File: src/rtl/axil_cmd_arbiter.sv
// Round-robin arbiter sharing one AXI-Lite master command port among NUM_REQ sources.
// Optional macro ARB_TIMEOUT_EN adds a done-wait timeout of TIMEOUT_CYCLES cycles.
module axil_cmd_arbiter #(
  parameter int NUM_REQ        = 2,
  parameter int TIMEOUT_CYCLES = 65535
) (
  input  logic                  aclk,
  input  logic                  areset,
  input  logic [NUM_REQ-1:0]    req_wr_valid,
  output logic [NUM_REQ-1:0]    req_wr_ready,
  input  logic [NUM_REQ*32-1:0] req_wr_addr,
  input  logic [NUM_REQ*32-1:0] req_wr_data,
  output logic [NUM_REQ-1:0]    req_wr_done,
  input  logic [NUM_REQ-1:0]    req_rd_valid,
  output logic [NUM_REQ-1:0]    req_rd_ready,
  input  logic [NUM_REQ*32-1:0] req_rd_addr,
  output logic [NUM_REQ-1:0]    req_rd_done,
  output logic [31:0]           req_rd_data,
  output logic [1:0]            req_error,
  output logic                  m_wr_valid,
  input  logic                  m_wr_ready,
  output logic [31:0]           m_wr_addr,
  output logic [31:0]           m_wr_data,
  input  logic                  m_wr_done,
  input  logic [1:0]            m_wr_error,
  output logic                  m_rd_valid,
  input  logic                  m_rd_ready,
  output logic [31:0]           m_rd_addr,
  input  logic [31:0]           m_rd_data,
  input  logic                  m_rd_done,
  input  logic [1:0]            m_rd_error
);

  localparam int IDW = (NUM_REQ > 1) ? $clog2(NUM_REQ) : 1;

  if (NUM_REQ < 2 || NUM_REQ > 8 || TIMEOUT_CYCLES < 1 || TIMEOUT_CYCLES > 65535) begin : g_bad_param
    $error("axil_cmd_arbiter: parameter out of range");
  end

  typedef enum logic [1:0] {IDLE, ISSUE, WAIT} state_t;

  state_t           state;
  logic [IDW-1:0]   rr;
  logic [IDW-1:0]   grant;
  logic             op_wr;
  logic [NUM_REQ-1:0] pending;
  logic             found;
  logic [IDW-1:0]   win;
  logic [IDW-1:0]   idx;
  logic [IDW-1:0]   next_rr;

`ifdef ARB_TIMEOUT_EN
  logic [15:0]      tcnt;
`endif

  assign pending = req_wr_valid | req_rd_valid;
  assign next_rr = (grant == IDW'(NUM_REQ - 1)) ? '0 : grant + 1'b1;

  // First pending requester at or after rr, searching upward with wrap.
  always_comb begin
    found = 1'b0;
    win   = '0;
    idx   = '0;
    for (int unsigned k = 0; k < NUM_REQ; k++) begin
      idx = IDW'((32'(rr) + k) % 32'(NUM_REQ));
      if (!found && pending[idx]) begin
        found = 1'b1;
        win   = idx;
      end
    end
  end

  always_ff @(posedge aclk) begin
    if (areset) begin
      state        <= IDLE;
      rr           <= '0;
      grant        <= '0;
      op_wr        <= 1'b0;
      req_wr_ready <= '0;
      req_rd_ready <= '0;
      req_wr_done  <= '0;
      req_rd_done  <= '0;
      req_rd_data  <= '0;
      req_error    <= '0;
      m_wr_valid   <= 1'b0;
      m_wr_addr    <= '0;
      m_wr_data    <= '0;
      m_rd_valid   <= 1'b0;
      m_rd_addr    <= '0;
`ifdef ARB_TIMEOUT_EN
      tcnt         <= '0;
`endif
    end else begin
      req_wr_ready <= '0;
      req_rd_ready <= '0;
      req_wr_done  <= '0;
      req_rd_done  <= '0;
      case (state)
        IDLE: begin
          if (found) begin
            grant <= win;
            op_wr <= req_wr_valid[win];
            if (req_wr_valid[win]) begin
              req_wr_ready[win] <= 1'b1;
              m_wr_valid        <= 1'b1;
              m_wr_addr         <= req_wr_addr[32*win +: 32];
              m_wr_data         <= req_wr_data[32*win +: 32];
            end else begin
              req_rd_ready[win] <= 1'b1;
              m_rd_valid        <= 1'b1;
              m_rd_addr         <= req_rd_addr[32*win +: 32];
            end
            state <= ISSUE;
          end
        end
        ISSUE: begin
          if ((op_wr && m_wr_ready) || (!op_wr && m_rd_ready)) begin
            m_wr_valid <= 1'b0;
            m_rd_valid <= 1'b0;
            state      <= WAIT;
`ifdef ARB_TIMEOUT_EN
            tcnt       <= '0;
`endif
          end
        end
        WAIT: begin
          if (op_wr && m_wr_done) begin
            req_error          <= m_wr_error;
            req_wr_done[grant] <= 1'b1;
            rr                 <= next_rr;
            state              <= IDLE;
          end else if (!op_wr && m_rd_done) begin
            req_error          <= m_rd_error;
            req_rd_data        <= m_rd_data;
            req_rd_done[grant] <= 1'b1;
            rr                 <= next_rr;
            state              <= IDLE;
          end
`ifdef ARB_TIMEOUT_EN
          else if (tcnt == 16'(TIMEOUT_CYCLES - 1)) begin
            req_error   <= 2'b11;
            req_rd_data <= '0;
            if (op_wr) req_wr_done[grant] <= 1'b1;
            else       req_rd_done[grant] <= 1'b1;
            rr          <= next_rr;
            state       <= IDLE;
          end else begin
            tcnt <= tcnt + 16'd1;
          end
`endif
        end
        default: state <= IDLE;
      endcase
    end
  end

endmodule

File: config.mk
export PLATFORM = sky130hd
export DESIGN_NAME = axil_cmd_arbiter
export DESIGN_NICKNAME = d
export VERILOG_FILES = /design/src/rtl/axil_cmd_arbiter.sv
export SDC_FILE = /design/constraint.sdc
export NUM_CORES = 1
export LEC_CHECK = 0
export CAP_MARGIN = 0
export CORE_AREA = 4 4 146 148
export DETAILED_ROUTE_END_ITERATION = 8
export DIE_AREA = 0 0 150 152
export GPL_TIMING_DRIVEN = 0
export PLACE_DENSITY = 0.69
export SYNTH_ARGS = -nofsm -noshare
export SYNTH_HDL_FRONTEND = slang
export SYNTH_SLANG_ARGS = --single-unit
File: constraint.sdc
create_clock -name aclk -period 1.5 [get_ports aclk]
set_input_delay 0.375 -clock aclk [delete_from_list [all_inputs] [get_ports aclk]]
set_output_delay 0.375 -clock aclk [all_outputs]
set_load 0.03 [all_outputs]
# Yosys cells after proc, flatten, opt, wreduce, memory -nomap -nowiden
# Cells that the tools add are included.
[classes]
shifts = 3
reduce_logical = 25
mux = 31
n_eq_ne = 7
n_lt_le_gt_ge = 6
addsub = 2
bitwise = 7
[op_table]
columns = ["operator", "n"]
rows = [
  ["$shiftx A64 B7 Y32", 3],
  ["$mux W1", 20],
  ["$mux W2", 6],
  ["$reduce_and A3 Y1", 4],
  ["$reduce_or A4 Y1", 3],
  ["$lt A1 B2 Y1 const B", 4],
  ["$ne A2 B2 Y1 const B", 4],
  ["$reduce_and A4 Y1", 2],
  ["$logic_and A1 B1 Y1", 7],
  ["$not A1 Y1", 6],
  ["$pmux W2 S3", 1],
  ["$pmux W1 S2", 2],
  ["$reduce_and A2 Y1", 2],
  ["$reduce_bool A2 Y1", 2],
  ["$ne A3 B3 Y1 const B", 1],
  ["$reduce_or A3 Y1", 1],
  ["$add A1 B1 Y1 const B", 2],
  ["$demux W1 S1", 2],
  ["$eq A2 B1 Y1 const B", 1],
  ["$eq A2 B2 Y1 const B", 1],
  ["$ge A1 B1 Y1 const B", 2],
  ["$logic_not A1 Y1", 2],
  ["$logic_not A2 Y1", 1],
  ["$or A2 B2 Y2", 1],
  ["$logic_or A1 B1 Y1", 1],
]
[totals]
inputBits = 238
regBits = 145
wordCells = 96

# Depth between registers and ports, before layout
# Gate-level depths: netlist (run 1).
[logic_depth]
ltp_word = 12
depth_mapped = 7
mapped_depth_nobuf = 4

# Worst setup path after synthesis (run 1)
# Ideal clock, no wire load.
[synth_path]
path_kind = "input to register"
start = "in req_wr_valid[0]"
end = "reg m_wr_addr[0]"
setup_ns = 0.091
path_stages = 6
n_path_buf = 2
arrival_time_ns = 1.459
setup_slack_ns = -0.050
required_ns = 1.409
path_cell_list = "nor2_1 o22a_1 buf_4 clkbuf_1 nand2_1 a311oi_1"
[synth_via]
elab_chain_cells = 10
elab_cells_between_ends = 15
[synth_lines]
columns = ["item", "line", "text"]
rows = [
  ["start, declared", "9", "input logic [NUM_REQ-1:0] req_wr_valid,"],
  ["branches (longest 10 deep; another with $shiftx A64 B7 Y32)", "n/a", ""],
  ["end signal, assigned", "106", "m_wr_addr <= req_wr_addr[32*win +: 32];"],
  ["end, declared", "22", "output logic [31:0] m_wr_addr,"],
]
# Parallel ways; which one is timed is not known. The select of a mux whose other input is x is not followed.
# A chain may end at the register's enable or synchronous reset.

# Worst setup path in the final report (run 1)
[layout_path]
start = "reg state[1]"
end = "reg m_rd_addr[0]"
[layout_via]
elab_chain_cells = 2
[layout_lines]
columns = ["item", "line", "text"]
rows = [
  ["start, declared", "42", "state_t state;"],
  ["start signal, assigned", "75", "state <= IDLE;"],
  ["start signal, assigned", "113", "state <= ISSUE;"],
  ["start signal, assigned", "120", "state <= WAIT;"],
  ["$logic_not A2 Y1", "98", "case (state)"],
  ["$reduce_and A3 Y1 (no source line)", "n/a", ""],
  ["end signal, assigned", "111", "m_rd_addr <= req_rd_addr[32*win +: 32];"],
  ["end, declared", "28", "output logic [31:0] m_rd_addr,"],
]
# Every way passes these cells.

==> metrics.md, run 1 <==
| Metric | Value |
|---|---|
| Post-detail-place hpwl | `18.37 mm` |
| Reg clk slew, reported paths | `0.06 ns` |
| Commonest non-fill, non-tap cell in the layout | `clkdlybuf4s50_1` |
| Final critical-path required period | `1.665 ns` |
| Antenna violations before repair | `1` |
| Slew Limit Fails | `0` |
| Placed Instances | `1,319` |
| Clock Latency Late Sink | `0.42 ns` |
| Net Count, Synth | `910` |
| Final hold vios | `0` |
| Die H | `152 microns` |
| Total chip power | `12.64 mW` |
| Worst EP required | `1.81 ns` |
| Share of layout cells above drive strength 1 | `33.45%` |
| Period utilization | `111.0%` |
| Most used routing layer | `met2` |
| Cell Area, Synth | `5781 sq um` |
| Pre-CTS setup slack | `-1.271 ns` |
| Final cell count without fillers | `1,382` |
| Vias in the first global route | `6,760` |
| Placed inst area | `9901 sq um` |
| CTS tree | `yes` |
| First DRT Iteration DRCs | `275` |
| FF-to-FF End | `m_rd_addr[0]` |
| Antenna Cells | `0` |
| CP max FO | `3` |
| Initial Util | `28.85%` |
| Leakage | `4.611 nW` |
| Grt met3 use | `7.894%` |
| Port Buffers | `377` |
| Launch point of the worst hold path | `req_rd_data[22]` |
| Worst hold path endpoint | `req_rd_data[22]` |
| Layout overhead on the synthesized area | `105.7%` |
| Syn. warnings | `0` |
| RSZ-0062 raised after global routing | `true` |
| Max H-tree Level | `4` |
| Final RePlAce weighted congestion | `0.7853` |
| Peak VDD IR | `749.5 uV` |
| Design Area, Final | `11,890 sq um` |
| GRT Total Usage | `21.10%` |
| Number of synthesized flops with an enable pin | `0` |
| Post-synth top flop | `dfxtp_1` |
| Final setup viols | `101` |
| HP Class | `flip-flop to flip-flop` |
| Pwr dens | `1063 nW/um^2` |
| Synthesized area per cell | `8.602 sq um` |
| Largest net degree at the start of global routing | `17` |
| Most frequent cells in the layout | `clkdlybuf4s50_1 (233), nand2_1 (195), dfxtp_1 (142)` |
| Die Area | `22,800 sq um` |
| Worst-margin pin slew | `0.6382 ns` |
| Num CTS Buffers | `17` |
| Sequential-to-total area share from yosys stat | `50.22%` |
| Clock sinks | `145` |
| Hold Buf Count CTS | `0` |
| R2r setup slk | `-0.16 ns` |
| Synthesized instance count | `672` |
| Ys async rst share | `0%` |
| Row Count | `52` |
| Crit-path cells | `or2_4, buf_4, a21oi_4, buf_6, a21oi_4, buf_4, buf_4, buf_6, o2bb2ai_2` |
| Flops & latches, synth | `145` |
| Slew HR | `57.45%` |
| Vias per inst | `4.736` |
| Max Cap Violations | `0` |
| Met2 usage | `37.17%` |
| Core Footprint | `20,040 sq um` |
| Root Driver | `clkbuf_16` |
| Crit Reg-Reg Startpoint | `state[1]` |
| Post-route ant nets | `0` |
| Outcome | `complete, but fails checks` |
| I/O pin total | `378` |
| Residual DRC | `0` |
| CP max stage cell | `dfxtp_2` |
| Startpoint Class | `flip-flop` |
| Via count of the routed design | `6,545` |
| Worst hold path depth | `2` |
| M1 GR Usage | `23.86%` |
| Grt total ovfl | `0` |
| Setup_tns | `-9.982 ns` |
| Global-route wire length before repair | `37.71 mm` |
| Most common cell on crit path | `buf_4` |
| Clock Tree Buf Depth | `2` |
| Chip Width | `150 microns` |
| Drt total wl | `25.91 mm` |
| Crit path max-delay family | `buffers and inverters` |
| Slowest stage delay, CP | `0.33 ns` |
| Violated checks | `negative setup slack` |
| Skew final | `0.01060 ns` |
| Crit path kind | `flip-flop to flip-flop` |
| Fill cell count | `1,796` |
| Highest clock rate | `600.7 MHz` |
| Final net count | `1,340` |
| Worst Slack Setup Final | `-0.1646 ns` |
| Arr. time, crit path | `1.97 ns` |
| Critical path buffer and inverter count | `5` |
| R2r worst-path depth | `9` |
| DRT Pass-1 Iters | `4` |
| Drt wl/cell | `18.75 microns` |
| Crit path capture type | `flip-flop` |
| Distinct cells, synth | `30` |
## routing by layer
layer,vias to the layer above,share of wire [%]
met4,2,1.7
li1,3213,-
met2,258,51
met5,-,0.077
met3,29,8.5
met1,3043,39
## where the power goes
group	leakage [nW]	switching [mW]	internal (mW)
clock	0.282	1.69	2.52
sequential	1.19	0.264	4.21
combinational	3.14	2.02	1.94
## tightest hold or removal path, stage by stage (launching register included)
cell     delay (ns)
dfxtp_1        0.31
nand2_1        0.05
a21oi_1        0.05
## cell usage after synthesis (2+ instances only)
| cell type | instances | share of area (%) |
|---|---|---|
| nand2_1 | 195 | 13 |
| dfxtp_1 | 145 | 50 |
| nor2_1 | 77 | 5.0 |
| a311oi_1 | 66 | 10 |
| a21oi_1 | 35 | 3.0 |
| clkbuf_1 | 35 | 2.3 |
| mux2i_1 | 35 | 6.1 |
| o2bb2ai_1 | 32 | 4.8 |
| buf_2 | 13 | 1.1 |
| buf_4 | 8 | 1.0 |
| nand2b_1 | 4 | 0.43 |
| nor4_1 | 3 | 0.32 |
| a21oi_2 | 2 | 0.30 |
| inv_1 | 2 | 0.13 |
| nand3_1 | 2 | 0.17 |
| nor3_1 | 2 | 0.17 |
| nor3b_1 | 2 | 0.26 |
| o22a_1 | 2 | 0.30 |
## sequential cells by signal (all words and copies together) (netlist names), 2 cells and up
register      count
m_wr_data        32
m_rd_addr        32
m_wr_addr        32
req_rd_data      32
req_rd_done       2
req_rd_ready      2
req_error         2
req_wr_done       2
req_wr_ready      2
state             2
## cell families after synthesis
kind of cell           Yosys count  share of synthesized area, %
AND/OR/NAND/NOR                289                         19.52
multiplexers                    35                         6.061
AO/OA/AOI/OAI                  143                         19.37
buffers and inverters           60                         4.827
flip-flops                     145                         50.22
## repair_timing
item	in CTS	in global routing
endpoints found under the setup margin	284	153
pin swaps	14	53
resized for setup	547	208
setup buffers	16	8
gates cloned	7	6
## how the worst max path moves through the flow
| stage | start | cells past startpoint | to |
|---|---|---|---|
| floorplan | state[1] | 6 | m_wr_addr[0] |
| global placement | areset | 5 | req_rd_data[17] |
| detailed placement | areset | 5 | req_rd_data[12] |
| CTS | rr | 6 | m_wr_data[23] |
| global route | state[1] | 9 | m_rd_addr[0] |
| finish | state[1] | 9 | m_rd_addr[0] |
## area by class of cell
class                   instances  area (sq um)  area share (%)
flip-flops and latches        145          2909           24.47
clock inverters                 9         110.1          0.9260
inverters                       2         7.507         0.06314
repair buffers                413          4214           35.44
well taps                     270         337.8           2.841
multi-input cells             467          3294           27.71
plain buffers                  56         560.5           4.714
clock buffers                  20         456.7           3.841
## through the flow
stage | util, % | hold WS (ns)
6_report | 59.33 | 0.4531
5_1_grt | 59.33 | 0.4708
4_1_cts | 56.24 | 0.4555
3_5_place_dp | 49.41 | 0.4457
3_3_place_gp | 49.41 | 0.4416
2_1_floorplan | - | 0.4488
(Power assumes the default switching activity.)
==> inputs of run 2 (changes only) <==
- CAP_MARGIN: 0 -> 40
- CTS_CLUSTER_DIAMETER: unset -> 80
==> results of run 2 <==
Same layout as run 1: the final DEF is identical, and so are final timing and power.
